### src/rtl/baud_frame_timer.sv
// Programmable bit-period / frame timer: mid-bit and end-of-bit strobes, bit index, frame completion.
// Latency: strobes are registered; first bit_tick (div_q or (div_q>>1))+1 cycles after start acceptance.
// Backpressure: en_i low freezes the count in RUN; start_i is only honoured in IDLE.
module baud_frame_timer #(
    parameter int DIV_W    = 16,
    parameter int MAX_BITS = 12,
    parameter int BIT_W    = $clog2(MAX_BITS + 1)
) (
    input  logic             clk_i,
    input  logic             rst_i,
    input  logic             soft_rst_i,
    input  logic             start_i,
    input  logic             en_i,
    input  logic [DIV_W-1:0] div_i,
    input  logic [BIT_W-1:0] nbits_i,
    input  logic             half_first_i,
    output logic             busy_o,
    output logic             mid_tick_o,
    output logic             bit_tick_o,
    output logic             frame_done_o,
    output logic [BIT_W-1:0] bit_idx_o
);

    typedef enum logic {
        S_IDLE = 1'b0,
        S_RUN  = 1'b1
    } state_t;

    localparam logic [DIV_W-1:0] DIV_MIN   = DIV_W'(2);
    localparam logic [DIV_W-1:0] DIV_ONE   = DIV_W'(1);
    localparam logic [BIT_W-1:0] NBITS_MIN = BIT_W'(1);
    localparam logic [BIT_W-1:0] NBITS_MAX = BIT_W'(MAX_BITS);

    state_t           state_q, state_d;
    logic [DIV_W-1:0] cnt_q, cnt_d;
    logic [DIV_W-1:0] div_q, div_d;
    logic [BIT_W-1:0] nbits_q, nbits_d;
    logic [BIT_W-1:0] bit_idx_q, bit_idx_d;
    logic             busy_q, busy_d;
    logic             mid_q, mid_d;
    logic             bit_q, bit_d;
    logic             done_q, done_d;

    // Clamped copies of the start-time parameters; only consumed on acceptance.
    logic [DIV_W-1:0] div_sel;
    logic [BIT_W-1:0] nbits_sel;

    // Next-state, counter and strobe generation.
    always_comb begin
        state_d   = state_q;
        cnt_d     = cnt_q;
        div_d     = div_q;
        nbits_d   = nbits_q;
        bit_idx_d = bit_idx_q;
        mid_d     = 1'b0;
        bit_d     = 1'b0;
        done_d    = 1'b0;

        div_sel = (div_i < DIV_MIN) ? DIV_MIN : div_i;
        if (nbits_i == '0) begin
            nbits_sel = NBITS_MIN;
        end else if (nbits_i > NBITS_MAX) begin
            nbits_sel = NBITS_MAX;
        end else begin
            nbits_sel = nbits_i;
        end

        case (state_q)
            S_IDLE: begin
                if (start_i) begin
                    div_d     = div_sel;
                    nbits_d   = nbits_sel;
                    // Half-length first period centres the RX sampler on the start bit.
                    cnt_d     = half_first_i ? ((div_sel >> 1) - DIV_ONE) : (div_sel - DIV_ONE);
                    bit_idx_d = '0;
                    state_d   = S_RUN;
                end
            end
            S_RUN: begin
                if (en_i) begin
                    if (cnt_q == '0) begin
                        bit_d     = 1'b1;
                        bit_idx_d = bit_idx_q + BIT_W'(1);
                        cnt_d     = div_q - DIV_ONE;
                        if (bit_idx_q == nbits_q - BIT_W'(1)) begin
                            done_d  = 1'b1;
                            state_d = S_IDLE;
                        end
                    end else begin
                        cnt_d = cnt_q - DIV_ONE;
                    end
                    // div_q>>1 is at least 1, so this never coincides with the terminal count.
                    if (cnt_q == (div_q >> 1)) begin
                        mid_d = 1'b1;
                    end
                end
            end
            default: begin
                state_d = S_IDLE;
            end
        endcase

        busy_d = (state_d == S_RUN);
    end

    // State and output registers with synchronous hard and soft reset.
    always_ff @(posedge clk_i) begin
        if (!rst_i || soft_rst_i) begin
            state_q   <= S_IDLE;
            cnt_q     <= '0;
            div_q     <= DIV_MIN;
            nbits_q   <= NBITS_MIN;
            bit_idx_q <= '0;
            busy_q    <= 1'b0;
            mid_q     <= 1'b0;
            bit_q     <= 1'b0;
            done_q    <= 1'b0;
        end else begin
            state_q   <= state_d;
            cnt_q     <= cnt_d;
            div_q     <= div_d;
            nbits_q   <= nbits_d;
            bit_idx_q <= bit_idx_d;
            busy_q    <= busy_d;
            mid_q     <= mid_d;
            bit_q     <= bit_d;
            done_q    <= done_d;
        end
    end

    assign busy_o       = busy_q;
    assign mid_tick_o   = mid_q;
    assign bit_tick_o   = bit_q;
    assign frame_done_o = done_q;
    assign bit_idx_o    = bit_idx_q;

endmodule

### config.mk
export PLATFORM = sky130hd
export DESIGN_NAME = baud_frame_timer
export DESIGN_NICKNAME = d
export VERILOG_FILES = /design/src/rtl/baud_frame_timer.sv
export SDC_FILE = /design/constraint.sdc
export NUM_CORES = 1
export LEC_CHECK = 0
export BUFFER_PORTS_ARGS = -buffer_cell sky130_fd_sc_hd__buf_4
export CORE_ASPECT_RATIO = 0.9
export CORE_MARGIN = 2
export CORE_UTILIZATION = 58
export DETAILED_ROUTE_END_ITERATION = 6
export GPL_TIMING_DRIVEN = 0
export PLACE_DENSITY = 0.78
export SYNTH_ARGS = -nofsm -noshare
export SYNTH_HDL_FRONTEND = slang
export SYNTH_SLANG_ARGS = --single-unit
### constraint.sdc
create_clock -name clk_i -period 3.07 [get_ports clk_i]
set_input_delay 0.1535 -clock clk_i [delete_from_list [all_inputs] [get_ports clk_i]]
set_output_delay 0.1535 -clock clk_i [all_outputs]
set_load 0.1 [all_outputs]
==> results of run 1 <==
[cell usage in the layout, fill, tap and decap left out, types with 3 or more instances in the layout]
master                      instances
sky130_fd_sc_hd__a21o_1             3
sky130_fd_sc_hd__nand4_1            9
sky130_fd_sc_hd__nor2_1            17
sky130_fd_sc_hd__nand3_1           13
sky130_fd_sc_hd__inv_1              6
sky130_fd_sc_hd__clkbuf_8           5
sky130_fd_sc_hd__clkbuf_1          11
sky130_fd_sc_hd__bufinv_16          3
sky130_fd_sc_hd__nor3_1            11
sky130_fd_sc_hd__nand2_1           64
sky130_fd_sc_hd__o21ai_1            7
sky130_fd_sc_hd__buf_2              4
sky130_fd_sc_hd__buf_4             34
sky130_fd_sc_hd__o211ai_1           4
sky130_fd_sc_hd__xnor2_1           14
sky130_fd_sc_hd__nor2b_1            4
sky130_fd_sc_hd__a31oi_1            3
sky130_fd_sc_hd__nor4_1             9
sky130_fd_sc_hd__o21ai_0           14
sky130_fd_sc_hd__mux2i_1           13
sky130_fd_sc_hd__a21oi_1           37
sky130_fd_sc_hd__ha_1               3
sky130_fd_sc_hd__xor2_1            18
sky130_fd_sc_hd__dfxtp_1           44
[logic make-up (layout without fill, tap and decap cells)]
group / count (synthesis) / after routing
buf+inv: 25 / 66
fa+ha+maj: 3 / 3
mux: 15 / 15
simple gates: 147 / 147
xor+xnor: 32 / 32
flops: 44 / 44
compound gates: 85 / 85
[through the flow]
stage | hold WS, ps | cells | util (%) | power, uW | instance area [um^2]
floorplan | 289 | 351 | - | 829 | 2730
global placement | 431 | 445 | 67.8 | 925 | 3040
detailed placement | 437 | 445 | 67.8 | 931 | 3040
CTS | 108 | 453 | 71.3 | 1540 | 3200
global route | 112 | 454 | 71.7 | 1610 | 3220
finish | 108 | 454 | 71.7 | 1560 | 3220
[where the power goes]
| part | switching [uW] | internal (uW) | leakage, uW |
|---|---|---|---|
| Clock | 213 | 407 | 0.0000784 |
| Sequential | 29.0 | 589 | 0.000358 |
| Combinational | 194 | 125 | 0.000856 |
[cells in the mapped netlist (2+ instances only)]
master and n:
sky130_fd_sc_hd__nand2_1 64, sky130_fd_sc_hd__inv_1 6, sky130_fd_sc_hd__buf_2 4, sky130_fd_sc_hd__or3_1 2, sky130_fd_sc_hd__clkbuf_1 12, sky130_fd_sc_hd__a21oi_2 2
sky130_fd_sc_hd__o21ai_0 14, sky130_fd_sc_hd__nor2b_1 4, sky130_fd_sc_hd__a21o_1 3, sky130_fd_sc_hd__xor2_1 18, sky130_fd_sc_hd__a31oi_1 3, sky130_fd_sc_hd__ha_1 3
sky130_fd_sc_hd__nor2_1 17, sky130_fd_sc_hd__o211ai_1 4, sky130_fd_sc_hd__or2_2 2, sky130_fd_sc_hd__a21oi_1 37, sky130_fd_sc_hd__mux2_1 2, sky130_fd_sc_hd__a221oi_2 2
sky130_fd_sc_hd__xnor2_1 14, sky130_fd_sc_hd__nor4_1 9, sky130_fd_sc_hd__or4_1 2, sky130_fd_sc_hd__nor3_1 11, sky130_fd_sc_hd__nand4_1 9, sky130_fd_sc_hd__nand3_1 13
sky130_fd_sc_hd__o21ai_1 7, sky130_fd_sc_hd__dfxtp_1 44, sky130_fd_sc_hd__mux2i_1 13
[state kept, by name (all words and copies together), names as in the netlist]
name          flops
bit_idx_o         4
bit_tick_o        1
busy_o            1
cnt_q            16
div_q            16
frame_done_o      1
mid_tick_o        1
nbits_q           4
[cell type report]
type	instances	area, um^2
Inverter	7	26.3
Multi-Input combinational cell	282	1750
Buffer	17	76.3
Fill cell	382	1270
Clock inverter	3	90.1
Sequential cell	44	881
Clock buffer	5	68.8
Tap cell	62	77.6
Timing Repair Buffer	34	255
[worst max-delay path by stage]
| stage | from | slack (ps) | to |
|---|---|---|---|
| CTS | cnt_q[3]$_SDFFE_PP0P_ | 170 | cnt_q[14]$_SDFFE_PP0P_ |
| global placement | cnt_q[3]$_SDFFE_PP0P_ | 250 | cnt_q[14]$_SDFFE_PP0P_ |
| floorplan | busy_o$_SDFF_PP0_ | 120 | cnt_q[10]$_SDFFE_PP0P_ |
| global route | cnt_q[5]$_SDFFE_PP0P_ | 50 | cnt_q[10]$_SDFFE_PP0P_ |
| finish | cnt_q[3]$_SDFFE_PP0P_ | 290 | cnt_q[10]$_SDFFE_PP0P_ |
| detailed placement | cnt_q[3]$_SDFFE_PP0P_ | 200 | cnt_q[14]$_SDFFE_PP0P_ |
[critical path, delay by kind of cell, from the launching register on]
kind / cells / cell delay (ps)
adder cells (fa/ha/maj): 1 / 270
AO/OA/AOI/OAI: 1 / 150
AND/OR/NAND/NOR: 7 / 1800
flip-flops: 1 / 390
buffers and inverters: 1 / 100
[per-layer routing]
| metal | part of all wire, % | vias to the layer above | track usage (%) |
|---|---|---|---|
| li1 | - | 1329 | - |
| met1 | 44 | 1336 | 43.5 |
| met2 | 45 | 139 | 50.2 |
| met3 | 8.5 | 29 | 5.10 |
| met4 | 2.4 | 0 | 10.9 |
| met5 | 0 | - | 0 |
[what timing repair did]
action	in CTS	in global routing
setup endpoints to repair	0	2
hold endpoints to repair	0	0
buffers inserted	0	2
resized for setup	0	1
==> flow_summary_export.csv, run 1 <==
group,metric,value,unit
status,status,"complete, no violations",
drt,post-route-drc-count,0,
cts,cts.hold.buffers_added,0,
cts,clk_root_buffer_cell,"sky130_fd_sc_hd__clkbuf_8",
drt,routed_wire_length,8.17,mm
synthesis,synth-compound-area-share,19.6,%
min_path,whs_endpoint,"div_q[12]$_SDFFE_PP0P_",
cts,clock_pin_slew_reported_for_the_worst_setup_and_hold_paths_after_clock_tree_synthesis,90,ps
synthesis,synth_largest_type_area_fraction,32.3,%
min_path,hold_path_class,"in -> reg",
critical_path,crit_slowest_cell,"sky130_fd_sc_hd__or4_1",
drt,antenna_left,0,
global_routing,gr-total-overflow,0,
placed_design,portBuffers,32,
global_routing,grt_antenna_before_repair,0,
timing,pins_over_slew_limit,0,
drt,drt-pass1-iter-count,7,
cts,htree_levels,2,
timing,final-setup-viol-count,0,
critical_path,cp_cell_sequence,"or4_1, nor3_4, nand4_1, nand3_1, inv_1, ha_1, nand3_1, or3_1, nand3_1, a21oi_1",
timing,slew-limit-headroom,58.5,%
synthesis,postSynthCellCount,351,
final_layout,area_growth,18.1,%
drt,routed_via_density,6.24,
critical_path,critical_path.most_common_cell,"sky130_fd_sc_hd__nand3_1",
critical_path,crit_path_max_fanout,9,
power,pwr_density_cell,484,nW/um^2
die,fp.dieW,76.3,um
power,irDropWorstVdd,0.000328,V
cts,cts_made_buffers,5,
global_routing,gr-usage-all-layers,31.5,%
die,floorplan.die.height,69.0,um
placed_design,post-place-ws,202,ps
final_layout,num_antenna_cells,0,
critical_path,cp.required,3310,ps
placed_design,dp.final_hpwl,6.28,mm
synthesis,synth_simple_gate_area_share,27.0,%
critical_path,cells_on_worst_reg2reg_path,10,
synthesis,async_s_r_ff_share_synth,0,%
synthesis,synth_edf_count,0,
synthesis,synth-adder-area-share,1.38,%
synthesis,synth.yosys.seq_area_share,32.3,%
cts,number_of_buffers_on_the_longest_clock_path,2,
cts,clk-insertion-delay-late,310,ps
drt,routed_wire_length_per_instance,18.0,um
synthesis,syn_nets,380,
placed_design,final_replace_weighted_congestion,0.898,
timing,timing.final.hold_violations,0,
drt,initialDrtViolationCount,325,
synthesis,syn_area,2730,um^2
synthesis,synth.yosys.warnings,0,
critical_path,worst_setup_path_end_kind,"flop",
timing,worst_max_slew_pin_slew,622,ps
timing,maxClockFrequency,359,MHz
critical_path,cp_data_arrival_time,3020,ps
critical_path,setup.reg_to_reg.worst_slack,290,ps
synthesis,synth_top_flop_cell,"sky130_fd_sc_hd__dfxtp_1",
synthesis,post_synth_main_area_contributors,"sky130_fd_sc_hd__dfxtp_1, sky130_fd_sc_hd__nand2_1, sky130_fd_sc_hd__a21oi_1, sky130_fd_sc_hd__xor2_1, sky130_fd_sc_hd__mux2i_1",
die,fp.dieArea,5270,um^2
timing,period_minus_slack,2780,ps
flow_run,maxCapViolCount,0,
die,initial_utilization,60.7,%
critical_path,category_of_the_worst_setup_path_launch_point,"flop",
cts,tritoncts,"done",
synthesis,post-synth-top-area-cell,"sky130_fd_sc_hd__dfxtp_1",
timing,worst_slack,287,ps
drt,dr_total_vias,2833,
timing,fin_crit_sh,90.6,%
min_path,worst_hold_startpoint,"div_i[12]",
cts,sink_count_of_the_clock_tree,44,
power,power.static_leakage,0.00129,uW
synthesis,synth_cell_types,57,
critical_path,timing.rr.start,"cnt_q[3]$_SDFFE_PP0P_",
die,core,4490,um^2
synthesis,mapped_avg_cell_area,7.77,um^2
min_path,min_delay_path_depth,3,
timing,final_total_negative_setup_slack,0,ps
final_layout,drive_gt1_share,15.8,%
timing,largest_clock_skew_in_the_final_design,12.0,ps
synthesis,ys_seq_elements,44,
global_routing,grt_first_pass_wirelength,13.1,mm
synthesis,synth-xor-area-share,10.3,%
die,num_rows,23,
critical_path,r2r_end,"cnt_q[10]$_SDFFE_PP0P_",
timing,grt_setup_unrepaired,"false",
final_layout,layout.nets,420,
critical_path,critPathMaxStageDelay,640,ps
synthesis,yosys-mux-area-fraction,5.60,%
global_routing,first_global_vias,2669,
critical_path,setup.worst_path.class,"reg -> reg",
synthesis,combinational_family_with_the_most_area_after_synthesis,"simple AND/OR/NAND/NOR gates",
die,num_io_pins,34,
global_routing,largest_net_degree_at_the_start_of_global_routing,15,
Note: power is estimated with default switching activity, not from simulation.
==> run 2: changes to the inputs <==
Settings changed: CORE_UTILIZATION 58 to 32, CTS_BUF_LIST set to sky130_fd_sc_hd__clkbuf_4, PLACE_DENSITY 0.78 to 0.47.
==> run 2 against run 1 <==
Net effect: fmax shrank 1.5%; clock power down 54%; highest routed layer unchanged; wire length rose by 13%; utilization fell by 33 points; final cell count grew 8.6%; largest power group is now sequential cells; largest cell class unchanged; sequential share of layout area grew 0.42 points; die area up 76%.
==> flow_summary_export.csv, run 2 (synthesis results as in run 1) <==
group,metric,value,unit
cts,clock_pin_slew_reported_for_the_worst_setup_and_hold_paths_after_clock_tree_synthesis,140,ps
power,power.share.clock,23.2,%
cts,clk-insertion-delay-late,360,ps
timing,final_total_negative_setup_slack,0,ps
cts,clk_root_buffer_cell,"sky130_fd_sc_hd__clkbuf_4",
drt,antenna_left,0,
die,fp.dieArea,9280,um^2
cts,tritoncts,"done",
critical_path,setup.worst_path.class,"reg -> reg",
placed_design,placed_area,3090,um^2
power,irDropWorstVdd,0.000173,V
drt,initialDrtViolationCount,184,
final_layout,area_growth,16.3,%
timing,final-setup-viol-count,0,
final_layout,fin_util,38.9,%
final_layout,layout.nets,422,
final_layout,layout.filler_cells,914,
cts,sink_count_of_the_clock_tree,44,
cts,htree_levels,2,
power,total_power,1230,uW
timing,period_minus_slack,2830,ps
placed_design,dp.final_hpwl,7.30,mm
critical_path,critical_path_buf_inv_count,1,
timing,timing.hold.ws,43.7,ps
final_layout,leading_cell_types_in_the_layout_fill_and_taps_excluded,"sky130_fd_sc_hd__nand2_1, sky130_fd_sc_hd__dfxtp_1, sky130_fd_sc_hd__a21oi_1",
final_layout,num_antenna_cells,0,
placed_design,portBuffers,32,
flow_run,maxCapViolCount,0,
timing,maxClockFrequency,354,MHz
critical_path,critical_path.most_common_cell,"sky130_fd_sc_hd__nand3_1",
drt,routed_wire_length_per_instance,18.7,um
min_path,hold_path_class,"in -> reg",
die,floorplan.die.height,91.6,um
power,net-switching-power,430,uW
placed_design,final_replace_weighted_congestion,0.854,
timing,worst_max_slew_pin_slew,673,ps
die,fp.dieW,101,um
global_routing,gr-usage-all-layers,20.5,%
global_routing,grt_first_pass_wirelength,14.5,mm
power,pwr_density_cell,389,nW/um^2
critical_path,cp_cell_sequence,"or4_1, nor3_4, nand4_1, nand3_1, inv_1, ha_1, nand3_1, or3_1, nand3_1, a21oi_1",
global_routing,gr-total-overflow,0,
final_layout,cell_area_after_layout,3170,um^2
critical_path,cp_data_arrival_time,3120,ps
critical_path,crit_slowest_cell,"sky130_fd_sc_hd__or4_1",
final_layout,reg.largest.list,"cnt_q (16), div_q (16)",
final_layout,drive_gt1_share,16.0,%
die,num_io_pins,34,
critical_path,worst_setup_path_end_kind,"flop",
critical_path,cp.required,3360,ps
power,power_switching_share,34.9,%
cts,number_of_buffers_on_the_longest_clock_path,2,
die,core,8150,um^2
die,initial_utilization,33.5,%
drt,drt-pass1-iter-count,5,
drt,routed_wire_length,9.24,mm
global_routing,grt_antenna_before_repair,0,
final_layout,layout.cells.most_common,"sky130_fd_sc_hd__nand2_1",
timing,grt_setup_unrepaired,"false",
power,p_comb_share,26.6,%
die,num_rows,31,
power,power.static_leakage,0.00126,uW
critical_path,critPathTopFamily,"simple AND/OR/NAND/NOR gates",
global_routing,largest_net_degree_at_the_start_of_global_routing,14,
cts,cts_made_buffers,5,
timing,timing.final.hold_violations,0,
timing,largest_clock_skew_in_the_final_design,14.4,ps
timing,slew-limit-headroom,55.2,%
power,power_report.internal_total,803,uW
timing,pins_over_slew_limit,0,
drt,dr_total_vias,2705,
critical_path,critPathMaxStageDelay,630,ps
critical_path,crit_path_max_fanout,9,
drt,post-route-drc-count,0,
status,status,"complete, no violations",
global_routing,first_global_vias,2501,
timing,fin_crit_sh,92.0,%
power,share_seq_of_total_power,50.2,%
drt,routed_via_density,5.49,
critical_path,category_of_the_worst_setup_path_launch_point,"flop",
cts,cts.hold.buffers_added,0,
-- run 2: per-layer routing --
layer,track usage [%],part of all wire [%],wire length (um)
met1,32.7,51,4760
met2,28.4,41,3820
met3,3.23,6.4,588
met4,4.39,0.79,73
met5,0,0,0
-- run 2: final timing paths --
| check | start | slack, ps | cells after the start | end |
|---|---|---|---|---|
| worst max register to register | cnt_q[3]$_SDFFE_PP0P_ | 240 | 10 | cnt_q[10]$_SDFFE_PP0P_ |
| worst max-delay path | cnt_q[3]$_SDFFE_PP0P_ | 240 | 10 | cnt_q[10]$_SDFFE_PP0P_ |
| worst min register to register | div_q[0]$_SDFFE_PP0P_ | 470 | 2 | div_q[0]$_SDFFE_PP0P_ |
| worst min-delay path | div_i[4] | 40 | 3 | div_q[4]$_SDFFE_PP0P_ |
-- run 2: power groups by stage --
| stage | combinational (uW) | sequential, uW | clock (uW) |
|---|---|---|---|
| finish | 328 | 619 | 287 |
| global route | 359 | 621 | 316 |
| CTS | 312 | 618 | 299 |
| detailed placement | 311 | 631 | 0 |
| global placement | 310 | 631 | 0 |
| floorplan | 202 | 627 | 0 |
-- run 2: area by class of cell --
class | count | area (um^2) | share of cell area, %
sequential | 44 | 881 | 27.8
clock buffer | 5 | 37.5 | 1.18
multi-input combinational | 282 | 1750 | 55.0
tap | 99 | 124 | 3.91
buffer | 18 | 81.3 | 2.56
inverter | 7 | 26.3 | 0.828
clock inverter | 3 | 13.8 | 0.434
timing repair buffer | 35 | 263 | 8.28
-- run 2: per-stage QoR --
stage	cells	worst slack, ps
3_5_place_dp	482	118
3_3_place_gp	482	154
4_1_cts	490	81.6
5_1_grt	493	64.9
6_report	493	245
2_1_floorplan	351	122
-- run 2: what timing repair did --
item | 4_1_cts | 5_1_grt
buffers inserted | 0 | 3
setup endpoints to repair | 0 | 5
resized for setup | 0 | 3
-- run 2: tightest hold or removal path: stages --
cell and delay, ps:
sky130_fd_sc_hd__buf_4 120, sky130_fd_sc_hd__nand2_1 50, sky130_fd_sc_hd__a21oi_1 50
==> run 3: changes to the inputs <==
Settings changed: ABC_AREA set to 1.
==> run 3 against run 2 <==
Net effect: final cell count is 26% higher; largest power group unchanged; first-iteration DRC count is 1.6% higher; fmax is 19% higher.
==> flow_summary_export.csv, run 3 <==
group,metric,value,unit
critical_path,critical_path_launch_point,"busy_o$_SDFF_PP0_",
drt,routed_wire_length_per_instance,15.6,um
critical_path,setup.worst_path.class,"reg -> reg",
cts,cts_post_setup_buffers_inserted,0,
critical_path,critPathTopFamily,"buffers and inverters",
placed_design,placed_area,3430,um^2
synthesis,synth_largest_type_area_fraction,29.1,%
synthesis,synth_top_flop_cell,"sky130_fd_sc_hd__dfxtp_1",
final_layout,area.sequential,881,um^2
placed_design,portBuffers,33,
synthesis,synth.yosys.warnings,0,
cts,tritoncts,"done",
critical_path,critical_path_buf_inv_count,5,
placed_design,final_replace_weighted_congestion,0.820,
placed_design,post-place-ws,711,ps
final_layout,layout.nets,525,
final_layout,drive_gt1_share,16.7,%
timing,timing.final.hold_violations,0,
critical_path,crit_slowest_cell,"sky130_fd_sc_hd__nor2_2",
synthesis,post-synth-top-area-cell,"sky130_fd_sc_hd__dfxtp_1",
final_layout,cell_area_after_layout,3500,um^2
cts,clk_root_buffer_cell,"sky130_fd_sc_hd__clkbuf_4",
min_path,hold_path_class,"in -> reg",
synthesis,async_s_r_ff_share_synth,0,%
synthesis,post_synth_main_area_contributors,"sky130_fd_sc_hd__dfxtp_1, sky130_fd_sc_hd__inv_1, sky130_fd_sc_hd__nand2_1, sky130_fd_sc_hd__nand3_1, sky130_fd_sc_hd__o22ai_1",
cts,clk-insertion-delay-late,370,ps
die,initial_utilization,33.0,%
timing,slew-limit-headroom,56.7,%
flow_run,maxCapViolCount,0,
die,core,9170,um^2
critical_path,critPathMaxStageDelay,380,ps
global_routing,grt_first_pass_wirelength,15.7,mm
synthesis,postSynthCellCount,456,
cts,postCtsResizedCells,0,
synthesis,syn_nets,485,
critical_path,timing.rr.start,"busy_o$_SDFF_PP0_",
timing,grt_setup_unrepaired,"false",
drt,drt-pass1-iter-count,5,
die,floorplan.die.height,96.3,um
timing,final-setup-viol-count,0,
final_layout,num_antenna_cells,0,
drt,antenna_left,0,
global_routing,largest_net_degree_at_the_start_of_global_routing,14,
critical_path,critical_path.most_common_cell,"sky130_fd_sc_hd__inv_1",
power,irDropWorstVdd,0.000191,V
final_layout,multi_input_area,1700,um^2
cts,clock_pin_slew_reported_for_the_worst_setup_and_hold_paths_after_clock_tree_synthesis,150,ps
die,num_rows,33,
synthesis,mapped_avg_cell_area,6.64,um^2
synthesis,syn_area,3030,um^2
final_layout,reg.largest.list,"cnt_q (16), div_q (16)",
critical_path,cp.required,3340,ps
critical_path,cp_data_arrival_time,2650,ps
status,status,"complete, no violations",
timing,final_total_negative_setup_slack,0,ps
timing,worst_slack,694,ps
cts,cts.hold.buffers_added,0,
timing,timing.hold.ws,21.2,ps
critical_path,crit_path_max_fanout,10,
timing,worst_max_slew_pin_slew,647,ps
synthesis,ys_seq_elements,44,
drt,routed_via_density,4.93,
global_routing,first_global_vias,2931,
drt,initialDrtViolationCount,187,
synthesis,yosysMostFrequentCell,"sky130_fd_sc_hd__inv_1",
synthesis,synth.top_cells.by_count,"sky130_fd_sc_hd__inv_1, sky130_fd_sc_hd__nand2_1, sky130_fd_sc_hd__nor2_1",
power,pwr_density_cell,414,nW/um^2
placed_design,dp.final_hpwl,7.55,mm
critical_path,worst_setup_path_end_kind,"flop",
synthesis,synth_edf_count,0,
die,fp.dieArea,10300,um^2
global_routing,grt_antenna_before_repair,0,
cts,sink_count_of_the_clock_tree,44,
timing,maxClockFrequency,421,MHz
cts,htree_levels,2,
timing,period_minus_slack,2380,ps
final_layout,fin_util,38.2,%
global_routing,gr-total-overflow,0,
synthesis,synth_cell_types,37,
final_layout,area_growth,15.7,%
min_path,worst_hold_startpoint,"div_i[0]",
final_layout,leading_cell_types_in_the_layout_fill_and_taps_excluded,"sky130_fd_sc_hd__inv_1, sky130_fd_sc_hd__nand2_1, sky130_fd_sc_hd__nor2_1",
synthesis,synth.yosys.seq_area_share,29.1,%
critical_path,category_of_the_worst_setup_path_launch_point,"flop",
drt,dr_total_vias,3051,
die,fp.dieW,107,um
cts,number_of_buffers_on_the_longest_clock_path,2,
final_layout,layout.cells.most_common,"sky130_fd_sc_hd__inv_1",
critical_path,cp_cell_sequence,"buf_4, inv_1, nand2_1, inv_1, nor2_2, inv_1, buf_2, o21ai_0, a21oi_1",
drt,post-route-drc-count,0,
timing,largest_clock_skew_in_the_final_design,12.2,ps
power,power.static_leakage,0.00167,uW
die,num_io_pins,34,
global_routing,gr-usage-all-layers,20.1,%
drt,routed_wire_length,9.68,mm
timing,pins_over_slew_limit,0,
final_layout,layout.filler_cells,1039,
timing,fin_crit_sh,77.4,%
cts,cts_made_buffers,5,
## run 3: metrics by stage
| step | power (uW) | cells |
|---|---|---|
| 5_1_grt | 1530 | 619 |
| 6_report | 1450 | 619 |
| 3_3_place_gp | 1080 | 611 |
| 4_1_cts | 1460 | 619 |
| 2_1_floorplan | 951 | 456 |
| 3_5_place_dp | 1080 | 611 |
## run 3: layer usage
metal,vias to the layer above,wire length [um],part of all wire [%],track usage [%]
met2,84,4520,47,35.3
met5,-,0,0,0
met1,1405,4560,47,26.5
met3,7,540,5.6,2.78
li1,1555,-,-,-
met4,0,63,0.65,3.90
## run 3: path summary, 6_finish.rpt
check                                               to  slack, ps  depth (start not counted)
worst min-delay path             div_q[0]$_SDFFE_PP0P_         20                          3
worst max-delay path            cnt_q[11]$_SDFFE_PP0P_        690                          9
worst min register to register   div_q[0]$_SDFFE_PP0P_        510                          2
worst max register to register  cnt_q[11]$_SDFFE_PP0P_        690                          9
## run 3: power breakdown
part / switching [uW] / internal, uW / total (uW) / leakage (uW)
registers: 20.5 / 593 / 613 / 0.000358
logic: 301 / 160 / 462 / 0.00127
clock network: 211 / 167 / 378 / 0.0000403
total: 533 / 919 / 1450 / 0.00167
## run 3: area by class of cell
cell class,count,share of cell area [%]
plain buffers,13,2.75
clock buffers,5,1.07
clock inverters,3,1.07
inverters,93,9.96
multi-input cells,306,48.6
flip-flops and latches,44,25.1
well taps,122,4.36
repair buffers,33,7.07
## run 3: worst min-delay path: stages
cell and delay (ps):
sky130_fd_sc_hd__buf_4 80, sky130_fd_sc_hd__nand2_1 40, sky130_fd_sc_hd__o22ai_1 80
## run 3: kinds of logic after synthesis
kind of cell	share of synthesized area (%)
compound gates	17.2
buf+inv	14.7
simple gates	34.6
xor+xnor	3.18
fa+ha+maj	1.24
flops	29.1
